--- src/rtl/monopix_data_tx.sv ---
// Chip-side emulator of the MONOPIX token/freeze/read serial readout.
// Buffers injected hits and shifts one hit word out MSB first per READ edge while frozen.
module monopix_data_tx #(
   parameter int unsigned COL_BITS = 6,
   parameter int unsigned ROW_BITS = 8,
   parameter int unsigned TS_BITS  = 8,
   parameter int unsigned DEPTH    = 16
) (
   input  logic                                       CLK,
   input  logic                                       RST,
   input  logic                                       HIT_WR,
   input  logic [COL_BITS+ROW_BITS+2*TS_BITS-1:0]     HIT_DATA,
   output logic                                       HIT_FULL,
   input  logic                                       FREEZE,
   input  logic                                       READ,
   output logic                                       TOKEN,
   output logic                                       DATA,
   output logic                                       BUSY,
   output logic                                       READ_ERR,
   output logic [7:0]                                 LOST_CNT
);

   localparam int unsigned W  = COL_BITS + ROW_BITS + 2 * TS_BITS;
   localparam int unsigned AW = $clog2(DEPTH);
   localparam int unsigned BW = $clog2(W);

   localparam logic [1:0] StIdle   = 2'd0;
   localparam logic [1:0] StFrozen = 2'd1;
   localparam logic [1:0] StShift  = 2'd2;

   localparam logic [AW:0]   FullCnt = (AW + 1)'(DEPTH);
   localparam logic [BW-1:0] LastBit = BW'(W - 1);

   logic [W-1:0]  mem_q [DEPTH];
   logic [AW-1:0] wr_ptr_q, rd_ptr_q;
   logic [AW:0]   count_q, count_d;
   logic [AW:0]   frz_cnt_q, frz_cnt_d;
   logic [1:0]    state_q, state_d;
   logic [W-1:0]  shift_q, shift_d;
   logic [BW-1:0] bit_cnt_q, bit_cnt_d;
   logic [7:0]    lost_q, lost_d;
   logic          read_q, token_q, token_d, err_q, err_d;
   logic          rd_edge, full, pop, push;

   assign rd_edge = READ & ~read_q;
   assign full    = (count_q == FullCnt);
   // A pop in the same cycle frees the slot, so a write into a full buffer still lands.
   assign push    = HIT_WR & (~full | pop);

   always_comb begin
      state_d   = state_q;
      frz_cnt_d = frz_cnt_q;
      shift_d   = shift_q;
      bit_cnt_d = bit_cnt_q;
      pop       = 1'b0;
      err_d     = 1'b0;
      case (state_q)
         StIdle: begin
            err_d = rd_edge;
            if (FREEZE) begin
               frz_cnt_d = count_q;
               state_d   = StFrozen;
            end
         end
         StFrozen: begin
            if (rd_edge && frz_cnt_q != '0) begin
               pop       = 1'b1;
               shift_d   = mem_q[rd_ptr_q];
               frz_cnt_d = frz_cnt_q - 1'b1;
               bit_cnt_d = LastBit;
               state_d   = StShift;
            end else begin
               err_d = rd_edge;
               if (!FREEZE) state_d = StIdle;
            end
         end
         StShift: begin
            err_d     = rd_edge;
            shift_d   = {shift_q[W-2:0], 1'b0};
            bit_cnt_d = bit_cnt_q - 1'b1;
            if (bit_cnt_q == '0) state_d = FREEZE ? StFrozen : StIdle;
         end
         default: state_d = StIdle;
      endcase

      count_d = count_q;
      if (push && !pop)      count_d = count_q + 1'b1;
      else if (pop && !push) count_d = count_q - 1'b1;

      lost_d = lost_q;
      if (HIT_WR && !push && lost_q != 8'hFF) lost_d = lost_q + 1'b1;

      token_d = (state_q == StIdle) ? (count_q != '0) : (frz_cnt_q != '0);
   end

   always_ff @(posedge CLK) begin
      if (RST) begin
         wr_ptr_q  <= '0;
         rd_ptr_q  <= '0;
         count_q   <= '0;
         frz_cnt_q <= '0;
         state_q   <= StIdle;
         shift_q   <= '0;
         bit_cnt_q <= '0;
         lost_q    <= '0;
         read_q    <= 1'b0;
         token_q   <= 1'b0;
         err_q     <= 1'b0;
      end else begin
         if (push) wr_ptr_q <= wr_ptr_q + 1'b1;
         if (pop)  rd_ptr_q <= rd_ptr_q + 1'b1;
         count_q   <= count_d;
         frz_cnt_q <= frz_cnt_d;
         state_q   <= state_d;
         shift_q   <= shift_d;
         bit_cnt_q <= bit_cnt_d;
         lost_q    <= lost_d;
         read_q    <= READ;
         token_q   <= token_d;
         err_q     <= err_d;
      end
   end

   always_ff @(posedge CLK) begin
      if (push) mem_q[wr_ptr_q] <= HIT_DATA;
   end

   assign HIT_FULL = full;
   assign TOKEN    = token_q;
   assign BUSY     = (state_q == StShift);
   assign DATA     = (state_q == StShift) & shift_q[W-1];
   assign READ_ERR = err_q;
   assign LOST_CNT = lost_q;

endmodule

--- config.mk ---
export PLATFORM = sky130hd
export DESIGN_NAME = monopix_data_tx
export DESIGN_NICKNAME = d
export VERILOG_FILES = /design/src/rtl/monopix_data_tx.sv
export SDC_FILE = /design/constraint.sdc
export NUM_CORES = 1
export LEC_CHECK = 0
export ABC_AREA = 1
export ABC_CLOCK_PERIOD_IN_PS = 3700
export BUFFER_PORTS_ARGS = -buffer_cell sky130_fd_sc_hd__buf_2
export CORE_MARGIN = 1
export CORE_UTILIZATION = 45
export CTS_BUF_LIST = sky130_fd_sc_hd__clkbuf_16
export DETAILED_ROUTE_END_ITERATION = 12
export MAX_ROUTING_LAYER = met4
export PLACE_DENSITY = 0.59
export SYNTH_ARGS = -nofsm -noshare
export SYNTH_HDL_FRONTEND = slang
export SYNTH_SLANG_ARGS = --single-unit
--- constraint.sdc ---
create_clock -name CLK -period 3.7 [get_ports CLK]
set_input_delay 0.37 -clock CLK [delete_from_list [all_inputs] [get_ports CLK]]
set_output_delay 0.37 -clock CLK [all_outputs]
set_load 0.01 [all_outputs]
==> results.md <==
- Outcome: complete, no violations
- # diodes: 0
- Worst EP required: 4240 ps
- Crit Path Class: register to register
- # nets final: 2,417
- Port bufs: 47
- Routed len/inst: 19.2 um
- Total gr overflow: 0
- Drt via density: 5.17
- Number of post-CTS setup repair buffers: 0
- Fmax: 359 MHz
- Routed wire length: 59,200 um
- P&R area growth vs syn: 11.4%
- Worst Setup Start Kind: register
- RePlAce Congestion: 0.849
- Hold Fails Final Rpt: 0
- Setup TNS: 0 ps
- Sequential share of the synthesized area: 0.672
- Ys flop type: edfxtp_1
- Iter 0 DRT Violations: 1,536
- Number of synthesized flops with an enable pin: 480
- Synth area leader: edfxtp_1
- Register area: 0.0158 mm2
- Synth top area share: 0.612
- Worst-path clk slew: 60 ps
- All-Layer GR Usage: 0.233
- Post-synth ARST share: 0
- Clock tree sinks: 550
- Syn Nets: 2,389
- Root Driver: clkbuf_16
- Crit path max fanout: 9
- Synth area leaders: edfxtp_1, nand2_1, nand3_1
- #FFs+latches synth: 550
- Syn. warnings: 0
- Drc violations: 0
- Fillers: 4,720
- CTS tree: done
- Die Height: 231 um
- Slew @ Worst Pin: 876 ps
- Cells after Synth: 2,338
- First-pass GRT wire length: 91,200 um
- Power Density: 503 mW/mm2
- Unique masters post-synth: 37
- Layout Skew: 20.4 ps
- Avg Cell Area, Syn: 10.1 um2
- Final HPWL DP: 34,600 um
- Initial core utilization: 0.457
- Layout cells sized above 1: 0.0825
- Standard-cell rows: 83
- Post-route cell area: 0.0262 mm2
- Pins Over Slew Limit: 0
- # setup viols final: 0
- Clk_lat worst skew: 610 ps
- Max Cap Violations: 0
- Power Total: 13,200 uW
- Syn Std Cell Area: 0.0235 mm2
- Final ANT Viol Nets: 0
- Area of the multi-input gates: 0.00618 mm2
- Minimum clock period: 2780 ps
- Most common cell after layout, fill and taps aside: nand2_1
- Initial antenna violation count: 2
- Period utilization: 0.752
- Most frequent cells in the layout: nand2_1, edfxtp_1, nand3_1
- Die ar.: 0.0532 mm2
- Clock Tree Buf Depth: 3
- Worst EP arrival: 3320 ps
- Horiz. Die Dim: 231 um
- Leakage power total: 0.0108 uW
- Cell Area, Placed: 0.0245 mm2
- Max_slew headroom: 0.416
- Core ar.: 0.0515 mm2
- Worst vdd ir: 0.301 mV
- Boundary Pins: 48
- DRT Pass-1 Iters: 8
- Number of global-route vias before repair: 15,300
- RSZ-0062 raised after global routing: no
- Via count: 16,000
- CP endpoint kind: register
- Largest net degree at the start of global routing: 79
- H-Tree Depth: 2
- CTS Buf Count: 56
- Worst hold path type: input port to register
[final timing paths]
| path | endpoint | slack (ps) | startpoint | depth (start not counted) |
|---|---|---|---|---|
| setup / recovery | count_q[4]$_SDFFE_PP0P_ | 920 | frz_cnt_q[0]$_SDFFE_PP0P_ | 17 |
| hold reg to reg | shift_q[3]$_SDFFE_PP0P_ | 470 | shift_q[3]$_SDFFE_PP0P_ | 2 |
| hold / removal | wr_ptr_q[0]$_SDFFE_PP0P_ | 150 | HIT_WR | 3 |
| setup reg to reg | count_q[4]$_SDFFE_PP0P_ | 920 | frz_cnt_q[0]$_SDFFE_PP0P_ | 17 |
[cell usage after synthesis (all sizes together), types with 2 or more instances]
master / number
nand2: 812
edfxtp: 480
nand3: 338
inv: 281
nor2: 107
buf: 74
dfxtp: 70
a21oi: 56
clkbuf: 44
o21ai: 23
ha: 15
xor2: 8
o211ai: 6
xnor2: 5
nand4: 4
a31oi: 3
nor3: 3
clkinv: 2
[report_power, final]
group	leakage, uW	total, uW	internal (uW)	switching [uW]
Sequential	0.00491	6960	6900	68.2
Clock	0.000898	5260	2910	2350
Combinational	0.00503	971	278	693
[through the flow]
step                      worst slack (ps)  cells  hold slack (ps)  utilization
after CTS                              915   3092              118        0.509
after floorplan                        743   2338              444            -
final                                  918   3092              148        0.509
after global placement                 850   2987              452        0.476
after global routing                   613   3092              139        0.509
after detailed placement               877   2987              456        0.476
[kinds of logic (layout without fill, tap and decap cells)]
group | Yosys count | after routing | share of synthesized area
simple gates | 1266 | 1266 | 0.223
xor+xnor | 13 | 13 | 0.00484
buf+inv | 401 | 475 | 0.0708
compound gates | 92 | 92 | 0.0209
flops | 550 | 550 | 0.672
fa+ha+maj | 16 | 16 | 0.00882
[critical path, stage by stage (launching register included)]
cell      delay, ps
dfxtp_1         340
inv_1            80
ha_1            210
nand3b_2        140
nand3_4         160
nand2_1         160
nand2_2         110
inv_2           160
ha_1            230
inv_1           120
ha_1            310
a21oi_1         170
nor2_1           70
o21ai_0         150
nand3_1         110
nand2_1          70
nand2_1          40
nor2_1           90
[layout make-up]
class | instances | area share
clock buffer | 57 | 0.0544
clock inverter | 47 | 0.00978
inverter | 283 | 0.0410
multi-input combinational | 1387 | 0.236
sequential | 550 | 0.603
tap | 680 | 0.0324
timing repair buffer | 88 | 0.0232
[registers in the layout, indices dropped and copies added, names as in the netlist, 2 cells and up, named ones only]
name	flops
frz_cnt_q	5
wr_ptr_q	4
shift_q	30
bit_cnt_q	5
count_q	5
mem_q	480
rd_ptr_q	4
state_q	2
LOST_CNT	8
[routing by layer]
metal | up-vias | routed length [um] | track usage
li1 | 7687 | - | -
met1 | 7684 | 27000 | 0.335
met2 | 532 | 26600 | 0.347
met3 | 93 | 4440 | 0.0311
met4 | 0 | 1220 | 0.0658
met5 | - | 0 | -
[timing repair]
| item | 4_1_cts | 5_1_grt |
|---|---|---|
| endpoints found under the hold margin | 1 | 0 |
| resized for setup | 0 | 0 |
| hold buffers | 1 | 0 |
Note: power is estimated with default switching activity, not from simulation.
